File: config.mk
export PLATFORM = sky130hd
export DESIGN_NAME = bcd_7seg_scan_driver
export DESIGN_NICKNAME = d
export VERILOG_FILES = /design/src/rtl/bcd_7seg_scan_driver.sv
export SDC_FILE = /design/constraint.sdc
export NUM_CORES = 1
export LEC_CHECK = 0
export CORE_MARGIN = 3
export CORE_UTILIZATION = 42
export CTS_BUF_LIST = sky130_fd_sc_hd__clkbuf_8
export CTS_CLUSTER_DIAMETER = 40
export DETAILED_ROUTE_END_ITERATION = 16
export SKIP_CTS_REPAIR_TIMING = 1
export SKIP_LAST_GASP = 1
export SYNTH_ARGS = -nofsm -noshare
export SYNTH_HDL_FRONTEND = slang
export SYNTH_SLANG_ARGS = --single-unit
export TNS_END_PERCENT = 5
File: constraint.sdc
create_clock -name clk -period 2.9 [get_ports clk]
set_clock_uncertainty 0.05 [all_clocks]
set_input_delay 0.58 -clock clk [delete_from_list [all_inputs] [get_ports clk]]
set_output_delay 0.58 -clock clk [all_outputs]
set_load 0.01 [all_outputs]
File: src/rtl/bcd_7seg_scan_driver.sv
`default_nettype none
// ============================================================================
//  Module      : bcd_7seg_scan_driver
//  Description : Time-multiplexed multi-digit BCD to 7-segment driver.
//                A valid/ready port fills a shadow buffer that is committed to
//                the displayed buffer only at frame boundaries, so the display
//                never tears. Each digit slot opens with a short dead-time
//                during which all digits are off, to suppress ghosting.
//                Optional feature macro: LEADING_ZERO_BLANK_EN blanks leading
//                zero digits (digit 0 is always shown).
//  Revision    : 1.0 - initial release
// ============================================================================
module bcd_7seg_scan_driver #(
    parameter int NUM_DIGITS     = 4,
    parameter int SCAN_DIV       = 1000,
    parameter int BLANK_CYC      = 2,
    parameter int SEG_ACTIVE_LOW = 0,
    parameter int DIG_ACTIVE_LOW = 0
) (
    input  logic                      clk,
    input  logic                      rst,
    input  logic                      en,
    input  logic                      load_valid,
    output logic                      load_ready,
    input  logic [4*NUM_DIGITS-1:0]   load_bcd,
    input  logic [NUM_DIGITS-1:0]     load_dp,
    output logic [6:0]                seg,
    output logic                      dp,
    output logic [NUM_DIGITS-1:0]     dig_sel
);

    localparam int CNT_W = $clog2(SCAN_DIV);
    localparam int IDX_W = (NUM_DIGITS > 1) ? $clog2(NUM_DIGITS) : 1;

    localparam logic [CNT_W-1:0]      C_CNT_LAST = CNT_W'(SCAN_DIV - 1);
    localparam logic [IDX_W-1:0]      C_IDX_LAST = IDX_W'(NUM_DIGITS - 1);
    localparam logic [6:0]            C_SEG_OFF  = (SEG_ACTIVE_LOW != 0) ? 7'h7F : 7'h00;
    localparam logic                  C_DP_OFF   = (SEG_ACTIVE_LOW != 0);
    localparam logic [NUM_DIGITS-1:0] C_DIG_OFF  = (DIG_ACTIVE_LOW != 0) ? '1 : '0;

    logic [CNT_W-1:0]        r_cnt;
    logic [IDX_W-1:0]        r_idx;
    logic                    r_pending;
    logic [4*NUM_DIGITS-1:0] r_shadow_bcd;
    logic [NUM_DIGITS-1:0]   r_shadow_dp;
    logic [4*NUM_DIGITS-1:0] r_active_bcd;
    logic [NUM_DIGITS-1:0]   r_active_dp;

    logic                    w_frame_end;
    logic                    w_blank;
    logic [NUM_DIGITS-1:0]   w_lz;
    logic [3:0]              w_nib;
    logic                    w_dp_sel;
    logic                    w_lz_sel;
    logic [NUM_DIGITS-1:0]   w_dig_hot;
    logic [6:0]              w_seg_raw;

    assign load_ready  = ~r_pending;
    assign w_frame_end = en && (r_cnt == C_CNT_LAST) && (r_idx == C_IDX_LAST);

    // Slot counter and digit index; both freeze while scanning is disabled
    always_ff @(posedge clk) begin
        if (rst) begin
            r_cnt <= '0;
            r_idx <= '0;
        end else if (en) begin
            if (r_cnt == C_CNT_LAST) begin
                r_cnt <= '0;
                r_idx <= (r_idx == C_IDX_LAST) ? '0 : r_idx + IDX_W'(1);
            end else begin
                r_cnt <= r_cnt + CNT_W'(1);
            end
        end
    end

    // One-deep shadow buffer; commits to the displayed buffer only on a frame boundary
    always_ff @(posedge clk) begin
        if (rst) begin
            r_pending    <= 1'b0;
            r_shadow_bcd <= '0;
            r_shadow_dp  <= '0;
            r_active_bcd <= '1;
            r_active_dp  <= '0;
        end else if (load_valid && !r_pending) begin
            r_shadow_bcd <= load_bcd;
            r_shadow_dp  <= load_dp;
            r_pending    <= 1'b1;
        end else if (w_frame_end && r_pending) begin
            r_active_bcd <= r_shadow_bcd;
            r_active_dp  <= r_shadow_dp;
            r_pending    <= 1'b0;
        end
    end

    // Dead-time phase at the start of each slot (absent when BLANK_CYC is 0)
    generate
        if (BLANK_CYC == 0) begin : g_no_blank
            assign w_blank = 1'b0;
        end else begin : g_blank
            localparam logic [CNT_W-1:0] C_BLANK = CNT_W'(BLANK_CYC);
            assign w_blank = (r_cnt < C_BLANK);
        end
    endgenerate

`ifdef LEADING_ZERO_BLANK_EN
    logic w_run;

    // Mark zero digits from the top down until the first non-zero digit; digit 0 never blanks
    always_comb begin
        w_lz  = '0;
        w_run = 1'b1;
        for (int i = NUM_DIGITS - 1; i >= 1; i--) begin
            if (w_run && (r_active_bcd[i*4 +: 4] == 4'd0)) begin
                w_lz[i] = 1'b1;
            end else begin
                w_run = 1'b0;
            end
        end
    end
`else
    assign w_lz = '0;
`endif

    // Select the current digit's nibble/dp and decode it to active-high segments
    always_comb begin
        w_nib     = 4'hF;
        w_dp_sel  = 1'b0;
        w_lz_sel  = 1'b0;
        w_dig_hot = '0;
        for (int i = 0; i < NUM_DIGITS; i++) begin
            if (r_idx == IDX_W'(i)) begin
                w_nib        = r_active_bcd[i*4 +: 4];
                w_dp_sel     = r_active_dp[i];
                w_lz_sel     = w_lz[i];
                w_dig_hot[i] = 1'b1;
            end
        end
        case (w_nib)
            4'd0:    w_seg_raw = 7'b1111110;
            4'd1:    w_seg_raw = 7'b0110000;
            4'd2:    w_seg_raw = 7'b1101101;
            4'd3:    w_seg_raw = 7'b1111001;
            4'd4:    w_seg_raw = 7'b0110011;
            4'd5:    w_seg_raw = 7'b1011011;
            4'd6:    w_seg_raw = 7'b1011111;
            4'd7:    w_seg_raw = 7'b1110000;
            4'd8:    w_seg_raw = 7'b1111111;
            4'd9:    w_seg_raw = 7'b1111011;
            default: w_seg_raw = 7'b0000000;
        endcase
        if (w_lz_sel) begin
            w_seg_raw = 7'b0000000;
        end
    end

    // Registered pin drive with polarity applied last; idle during reset, disable and dead-time
    always_ff @(posedge clk) begin
        if (rst || !en || w_blank) begin
            seg     <= C_SEG_OFF;
            dp      <= C_DP_OFF;
            dig_sel <= C_DIG_OFF;
        end else begin
            seg     <= w_seg_raw ^ C_SEG_OFF;
            dp      <= w_dp_sel ^ C_DP_OFF;
            dig_sel <= w_dig_hot ^ C_DIG_OFF;
        end
    end

endmodule
`default_nettype wire

# Word level (Yosys, flattened, before mapping)
# Memory sizes are Yosys's and may differ from the RTL's. A register that Yosys moved wholly into a read port is not among the register bits.
# Index checks and enable logic that the tools add are counted.
# word_totals
input_bits,24
rom_bits,112
n_memories,1
regBits,58
output_inout_bits,13
# op_classes
muxes,16
n_lt_le_gt_ge,1
eq_ne,4
n_addsub,2
n_reduce_logical,12
bitwise,2
# memory_table
name,depth,word_bits,rd,rd_clocked_by_memory_dff,write_ports,line_no,rtl
(no name shown),16,7,1,1,0,138,case (w_nib)
# op_table
op,count
4-bit two-way mux,4
"10-bit by 1-bit adder with 10-bit output, second input constant",1
"10-bit equality test, second input constant",1
"10-bit by 2-bit < comparator with 1-bit output, second input constant",1
1-bit two-way mux,10
10-bit two-way mux,1
"2-bit equality test, second input constant",2
1-bit logical AND,4
2-bit AND reduction,2
"2-bit by 1-bit adder with 2-bit output, second input constant",1
"2-bit by 1-bit equality test with 1-bit output, second input constant",1
1-bit zero test,2
2-bit zero test,1
1-bit logical OR,2
2-bit two-way mux,1
1-bit inverter,2
2-bit nonzero test,1

# Logic depth before layout (Yosys ltp)
# Gate-level depths: netlist of the first run.
# depth
depth_word,6
depth_mapped,11
mapped_depth_nobuf,10

# Worst setup path before layout of the first run
# No wires, ideal clock.
# synth_path
path_kind,reg2reg
startpoint,register r_idx[0]
endpoint,register seg[6]
stages_incl_launch_ff,9
t_required_ns,2.781
arrival_time_ns,1.891
slack_ns,0.889
path_cell_list,dfxtp_1 ha_1 clkbuf_1 clkbuf_1 o211a_1 inv_1 ha_1 mux2_2 o21ai_1
# synth_via
elab_chain_cells,5
word_cells_on_any_way,8
classes_between,eq/ne: 3; mux: 4; reduce/logical: 1
# synth_lines
element,line_no,rtl
"start, declared",42,logic [IDX_W-1:0] r_idx;
"start signal, assigned",69,r_idx <= (r_idx == C_IDX_LAST) ? '0 : r_idx + IDX_W'(1);
2-bit zero test,131,if (r_idx == IDX_W'(i)) begin
4-bit two-way mux (3 in series),131,
4-bit two-way mux *,131,
"end, declared",27,"output logic [6:0] seg,"
# Mark *: on every way between the ends. The rest lies on a longest branch, timed or not.
# A chain may end at the register's enable or synchronous reset.

# Final worst setup path of the first run
# layout_path
startpoint,input port en
endpoint,register r_active_bcd[6]
# layout_via
elab_chain_cells,4
# layout_lines
element,line_no,rtl
"start, declared",22,"input logic en,"
1-bit logical AND (2 in series),59,assign w_frame_end = en && (r_cnt == C_CNT_LAST) && (r_idx == C_IDX_LAST);
1-bit logical AND,88,end else if (w_frame_end && r_pending) begin
2-bit AND reduction (no line),-,
"end signal, assigned",89,r_active_bcd <= r_shadow_bcd;
"end, declared",46,logic [4*NUM_DIGITS-1:0] r_active_bcd;
# No other way between the ends.

==> run summary, run 1 <==
Maxcap violations = 0
Max transition margin = 55.2%
Initial antenna violation count = 0
Root Buffer = clkbuf_8
HP Class = reg2reg
Worst Path Buf+Inv = 1
Vias = 2,136
GPL Wtd Cong = 0.811
First-pass iteration count of the detailed router = 4
Outcome = finished, final reports clean
Die H = 87.3 um
I/O Buffers = 36
Main area contributors after synthesis = dfxtp_1 (47%), nand2_1 (8.0%), a211o_1 (5.0%)
Layout area overhead = 23.5%
Tmin final = 2.24 ns
ANT cells = 0
Hold_ws = 0.405 ns
Largest family of logic cells by synthesized area = simple AND/OR/NAND/NOR gates
Largest net degree at the start of global routing = 47
Worst EP required = 3.08 ns
Final std cells w/o fill = 420
Die W = 87.3 um
EDFF count, synth = 0
Leak = 1.31 nW
Most frequent cells in the layout = dfxtp_1 (65), nand2_1 (59), clkdlybuf4s50_1 (36), a21oi_1 (24), nor2_1 (19)
Sequential fraction of the synthesis area = 46.9%
VDD IR max = 564 uV
Hold Vio Cnt, Final = 0
Avg Cell Area, Syn = 9.16 sq um
Clock-pin slew on the worst setup and hold paths = 0.07 ns
Grt total ovfl = 0
Share of layout cells above drive strength 1 = 8.41%
Drt wl/cell = 12.2 um
Overall Global Routing Usage = 15.1%
I/O pin total = 37
Synth warn = 0
CTS H-tree depth = 3
Via density per instance = 5.09
CP top delay family = simple AND/OR/NAND/NOR gates
Post-Synth Adder-Cell Area = 4.96%
Vias in the first global route = 1,951
Distinct cells, synth = 40
Post-DP HPWL = 3580 um
Core Region = 6170 sq um
Synth Area in Simple Gates = 21.2%
Top fanout value on the critical path = 35
Initial Util = 45.0%
Setup violations, final = 0
Post-Synth XOR/XNOR Area = 2.84%
Dominant cell type by area after synthesis = dfxtp_1
Worst skew pair latency = 0.34 ns
Final Slew Violations = 0
PwrDens = 566 nW/um^2
Synth Register Bits = 65
Data arrival, critical path = 2.43 ns
Die footprint = 7620 sq um
RSZ-0062 raised after global routing = false
Ys async rst share = 0%
Commonest non-fill, non-tap cell in the layout = dfxtp_1
Crit share post-route = 77.4%
Cells along the critical path = clkdlybuf4s50_1, and3_4, nand4_4, nor2_8, nor2b_1, a211o_1
Yosys top cell area share = 46.9%
First-pass GRT wire length = 8930 um
Synthesized Nets = 338
Prevailing post-synth register cell = dfxtp_1
Worst Setup Start Kind = input pin
Critical Path Max Stage Delay = 0.59 ns
Fmax = 0.446 GHz
Compound-Gate Fraction of Synth Area = 15.3%
Critical Path End Type = flop
Inst Count DP = 404
CTS max path bufs = 2
CTS tree = built
Setup TNS Final = 0 ns
Least-Margin Pin Slew = 0.670 ns
WL final = 5130 um
Mux share of post-synthesis cell area = 4.01%
Post-layout net count = 375
CTS sink cnt = 65
Number of CTS-inserted buffers = 9
Crit Path Category = in2reg
Synthesized area = 2780 sq um
Row count = 28
Mapped Cells = 303
Drc violations = 0
Post-DRT Antenna Nets = 0
Initial drt markers = 66
CP max stage cell = clkdlybuf4s50_1
==> worst paths after layout <==
| path | startpoint | end | slack [ns] | cells past startpoint |
|---|---|---|---|---|
| max | en | r_active_bcd[6]$_SDFFE_PP1P_ | 0.66 | 6 |
| min | r_shadow_dp[2]$_SDFFE_PP0P_ | r_shadow_dp[2]$_SDFFE_PP0P_ | 0.41 | 2 |
| max reg2reg | r_idx[0]$_SDFFE_PP0N_ | seg[6]$_SDFF_PP0_ | 0.67 | 8 |
| min reg2reg | r_shadow_dp[2]$_SDFFE_PP0P_ | r_shadow_dp[2]$_SDFFE_PP0P_ | 0.41 | 2 |
==> flip-flops by register name, summed over array words and instances (netlist names) <==
| signal | count |
|---|---|
| r_active_dp | 4 |
| r_shadow_dp | 4 |
| dig_sel | 4 |
| r_cnt | 10 |
| dp | 1 |
| seg | 7 |
| r_idx | 2 |
| r_shadow_bcd | 16 |
| r_active_bcd | 16 |
| r_pending | 1 |
==> cell usage after synthesis (all sizes together) (2+ instances only) <==
library cell	number
a211o	16
a21oi	24
and2	5
and3	3
and4	2
buf	5
clkbuf	12
dfxtp	65
ha	11
inv	10
mux2i	10
nand2	59
nand2b	2
nand4	4
nor2	20
nor2b	17
nor3	3
o211a	5
o211ai	3
o21ai	7
o221ai	3
xnor2	5
xor2	4
==> layout make-up <==
cell class / instances / area (sq um)
Inverter: 10 / 37.5
Fill cell: 590 / 2740
Sequential cell: 65 / 1300
Tap cell: 75 / 93.8
Clock inverter: 7 / 119
Clock buffer: 9 / 124
Timing Repair Buffer: 43 / 413
Multi-Input combinational cell: 211 / 1340
==> per-stage QoR <==
step	worst slack (ns)	util (%)	instance area [sq um]	power (mW)
after floorplan	0.889	-	2780	0.990
after global placement	0.331	51.7	3190	1.04
after detailed placement	0.292	51.7	3190	1.04
after CTS	0.648	55.6	3430	1.97
after global routing	0.438	55.6	3430	2.03
final	0.656	55.6	3430	1.94
==> cell families after synthesis <==
| family | count (synthesis) |
|---|---|
| AOI/OAI and AO/OA | 61 |
| xor gates and xnor gates | 9 |
| adders and majority gates | 11 |
| buffers and inverters | 27 |
| DFF | 65 |
| muxes | 11 |
| and+or+nand+nor | 119 |
==> power breakdown <==
part / leakage (nW) / switching, mW / internal (mW)
combinational: 0.669 / 0.0440 / 0.0503
clock: 0.115 / 0.350 / 0.570
sequential: 0.528 / 0.0133 / 0.913
total: 1.31 / 0.408 / 1.53
==> worst register-to-register path: stages, from the launching register on <==
cell,delay [ns]
dfxtp_1,0.41
inv_1,0.09
ha_1,0.32
nor2_1,0.26
o221ai_1,0.20
o211a_1,0.25
ha_1,0.23
mux2_2,0.26
o21ai_1,0.11
==> routing by layer <==
layer  wire length (um)  track usage [%]
met2               2270             22.7
met1               2520             19.3
met5                  0                0
met3                266             6.43
met4                 65             5.02
Note: power is estimated with default switching activity, not from simulation.
==> inputs of run 2 (changes only) <==
PLACE_DENSITY = 0.66   (was default)
clock period = 2 ns   (was 2.9 ns; I/O delays follow)
==> run 2 against run 1 <==
  * Via count rose by 2.7%
  * Core utilization rose by 3.7 points
  * Clock power rose by 22%
==> run summary, run 2 (synthesis results as in run 1) <==
Outcome = finished, final reports clean
Final Slew Violations = 0
Die W = 87.3 um
Overall Global Routing Usage = 15.2%
Multi-input logic area = 1420 sq um
Vias in the first global route = 2,014
Final Util = 59.3%
First-pass iteration count of the detailed router = 6
Least-Margin Pin Slew = 0.407 ns
Share of layout cells above drive strength 1 = 17.2%
Data arrival, critical path = 2.10 ns
Filler instances = 569
Setup violations, final = 0
I/O pin total = 37
Worst skew pair latency = 0.34 ns
Worst Setup Start Kind = flop
HP Start = r_shadow_dp[2]$_SDFFE_PP0P_
Top fanout value on the critical path = 11
Largest net degree at the start of global routing = 33
Hold Crit Endpoint = r_shadow_dp[2]$_SDFFE_PP0P_
Drc violations = 0
Post-DP HPWL = 3740 um
CTS tree = built
CTS H-tree depth = 3
I/O Buffers = 36
CTS sink cnt = 65
Worst EP required = 2.16 ns
Worst setup margin = 0.0584 ns
Inst Count DP = 418
Hold Vio Cnt, Final = 0
Row count = 28
Worst flop-to-flop path endpoint = seg[1]$_SDFF_PP0_
Die footprint = 7620 sq um
HP Class = reg2reg
Number of CTS-inserted buffers = 9
Post-DRT Antenna Nets = 0
Regs by FF count = r_active_bcd (16), r_shadow_bcd (16), r_cnt (10)
Leak = 1.41 nW
Drt wl/cell = 12.7 um
PwrDens = 710 nW/um^2
R2r setup slk = 0.06 ns
Worst Hold Depth = 2
VDD IR max = 470 uV
Initial antenna violation count = 0
Post-route cell area = 3660 sq um
Register Area = 1310 sq um
Initial Util = 45.0%
Vias = 2,193
Dpl cell area = 3300 sq um
WL final = 5620 um
Most frequent cells in the layout = dfxtp_1 (64), nand2_1 (59), clkdlybuf4s50_1 (36), buf_4 (25), a21oi_1 (24)
Final std cells w/o fill = 441
First-pass GRT wire length = 9200 um
Via density per instance = 4.97
Initial drt markers = 66
Layout area overhead = 31.8%
Clock-pin slew on the worst setup and hold paths = 0.07 ns
FF-to-FF Start = r_idx[1]$_SDFFE_PP0N_
Crit share post-route = 97.1%
CTS max path bufs = 2
Critical Path End Type = flop
Grt total ovfl = 0
R2r worst-path depth = 9
Core Region = 6170 sq um
Max transition margin = 72.8%
GPL Wtd Cong = 0.824
Worst slack, placed = -0.0565 ns
Maxcap violations = 0
RSZ-0062 raised after global routing = true
Fmax = 0.515 GHz
Post-layout net count = 396
Hold_ws = 0.406 ns
Root Buffer = clkbuf_8
Tmin final = 1.94 ns
Die H = 87.3 um
Commonest non-fill, non-tap cell in the layout = dfxtp_1
ANT cells = 0
Crit Path Category = reg2reg
-- run 2: changes by cell type in the layout (fill, tap and decap cells not counted), sizes merged --
cell / previous run / this run
clkinv: 2 / 3
bufinv: 3 / 1
buf: 7 / 28
clkbuf: 9 / 10
-- run 2: through the flow --
stage,TNS (ns),power (mW)
after floorplan,0,1.44
after global placement,-0.500,1.51
after detailed placement,-0.873,1.51
after CTS,-0.455,2.63
after global routing,-0.0619,2.71
final,0,2.60
-- run 2: power by group --
group | switching [mW] | internal (mW)
combinational | 0.0639 | 0.0756
clock | 0.506 | 0.610
sequential | 0.0204 | 1.32
-- run 2: worst max-delay path, stage by stage (launching register included) --
cell	delay (ns)
dfxtp_1	0.32
buf_4	0.15
ha_2	0.19
buf_6	0.14
o211a_1	0.26
buf_4	0.14
buf_4	0.14
ha_1	0.20
mux2i_1	0.12
o21ai_0	0.09
-- run 2: metal layers --
layer  global-route usage, %  routed length (um)  up-vias
li1                        -                   -     1147
met1                    20.4                2780      980
met2                    23.0                2470       58
met3                    4.82                 293        8
met4                    5.44                  68        0
met5                       0                   0        -
-- run 2: cell type report --
type	instances	share of cell area, %
Clock buffer	10	3.76
Multi-Input combinational cell	211	38.9
Clock inverter	6	1.85
Timing Repair Buffer	64	16.1
Inverter	10	1.09
Tap cell	75	2.57
Sequential cell	65	35.7
-- run 2: worst max path at each step --
| stage | depth (start not counted) | startpoint | to | slack [ns] |
|---|---|---|---|---|
| CTS | 9 | r_idx[1]$_SDFFE_PP0N_ | seg[6]$_SDFF_PP0_ | -0.1 |
| global placement | 7 | en | r_active_bcd[8]$_SDFFE_PP1P_ | -0.04 |
| floorplan | 9 | r_idx[0]$_SDFFE_PP0N_ | seg[6]$_SDFF_PP0_ | 0.02 |
| finish | 9 | r_idx[1]$_SDFFE_PP0N_ | seg[1]$_SDFF_PP0_ | 0.06 |
| global route | 8 | r_idx[0]$_SDFFE_PP0N_ | seg[3]$_SDFF_PP0_ | -0.02 |
| detailed placement | 7 | en | r_active_bcd[6]$_SDFFE_PP1P_ | -0.06 |
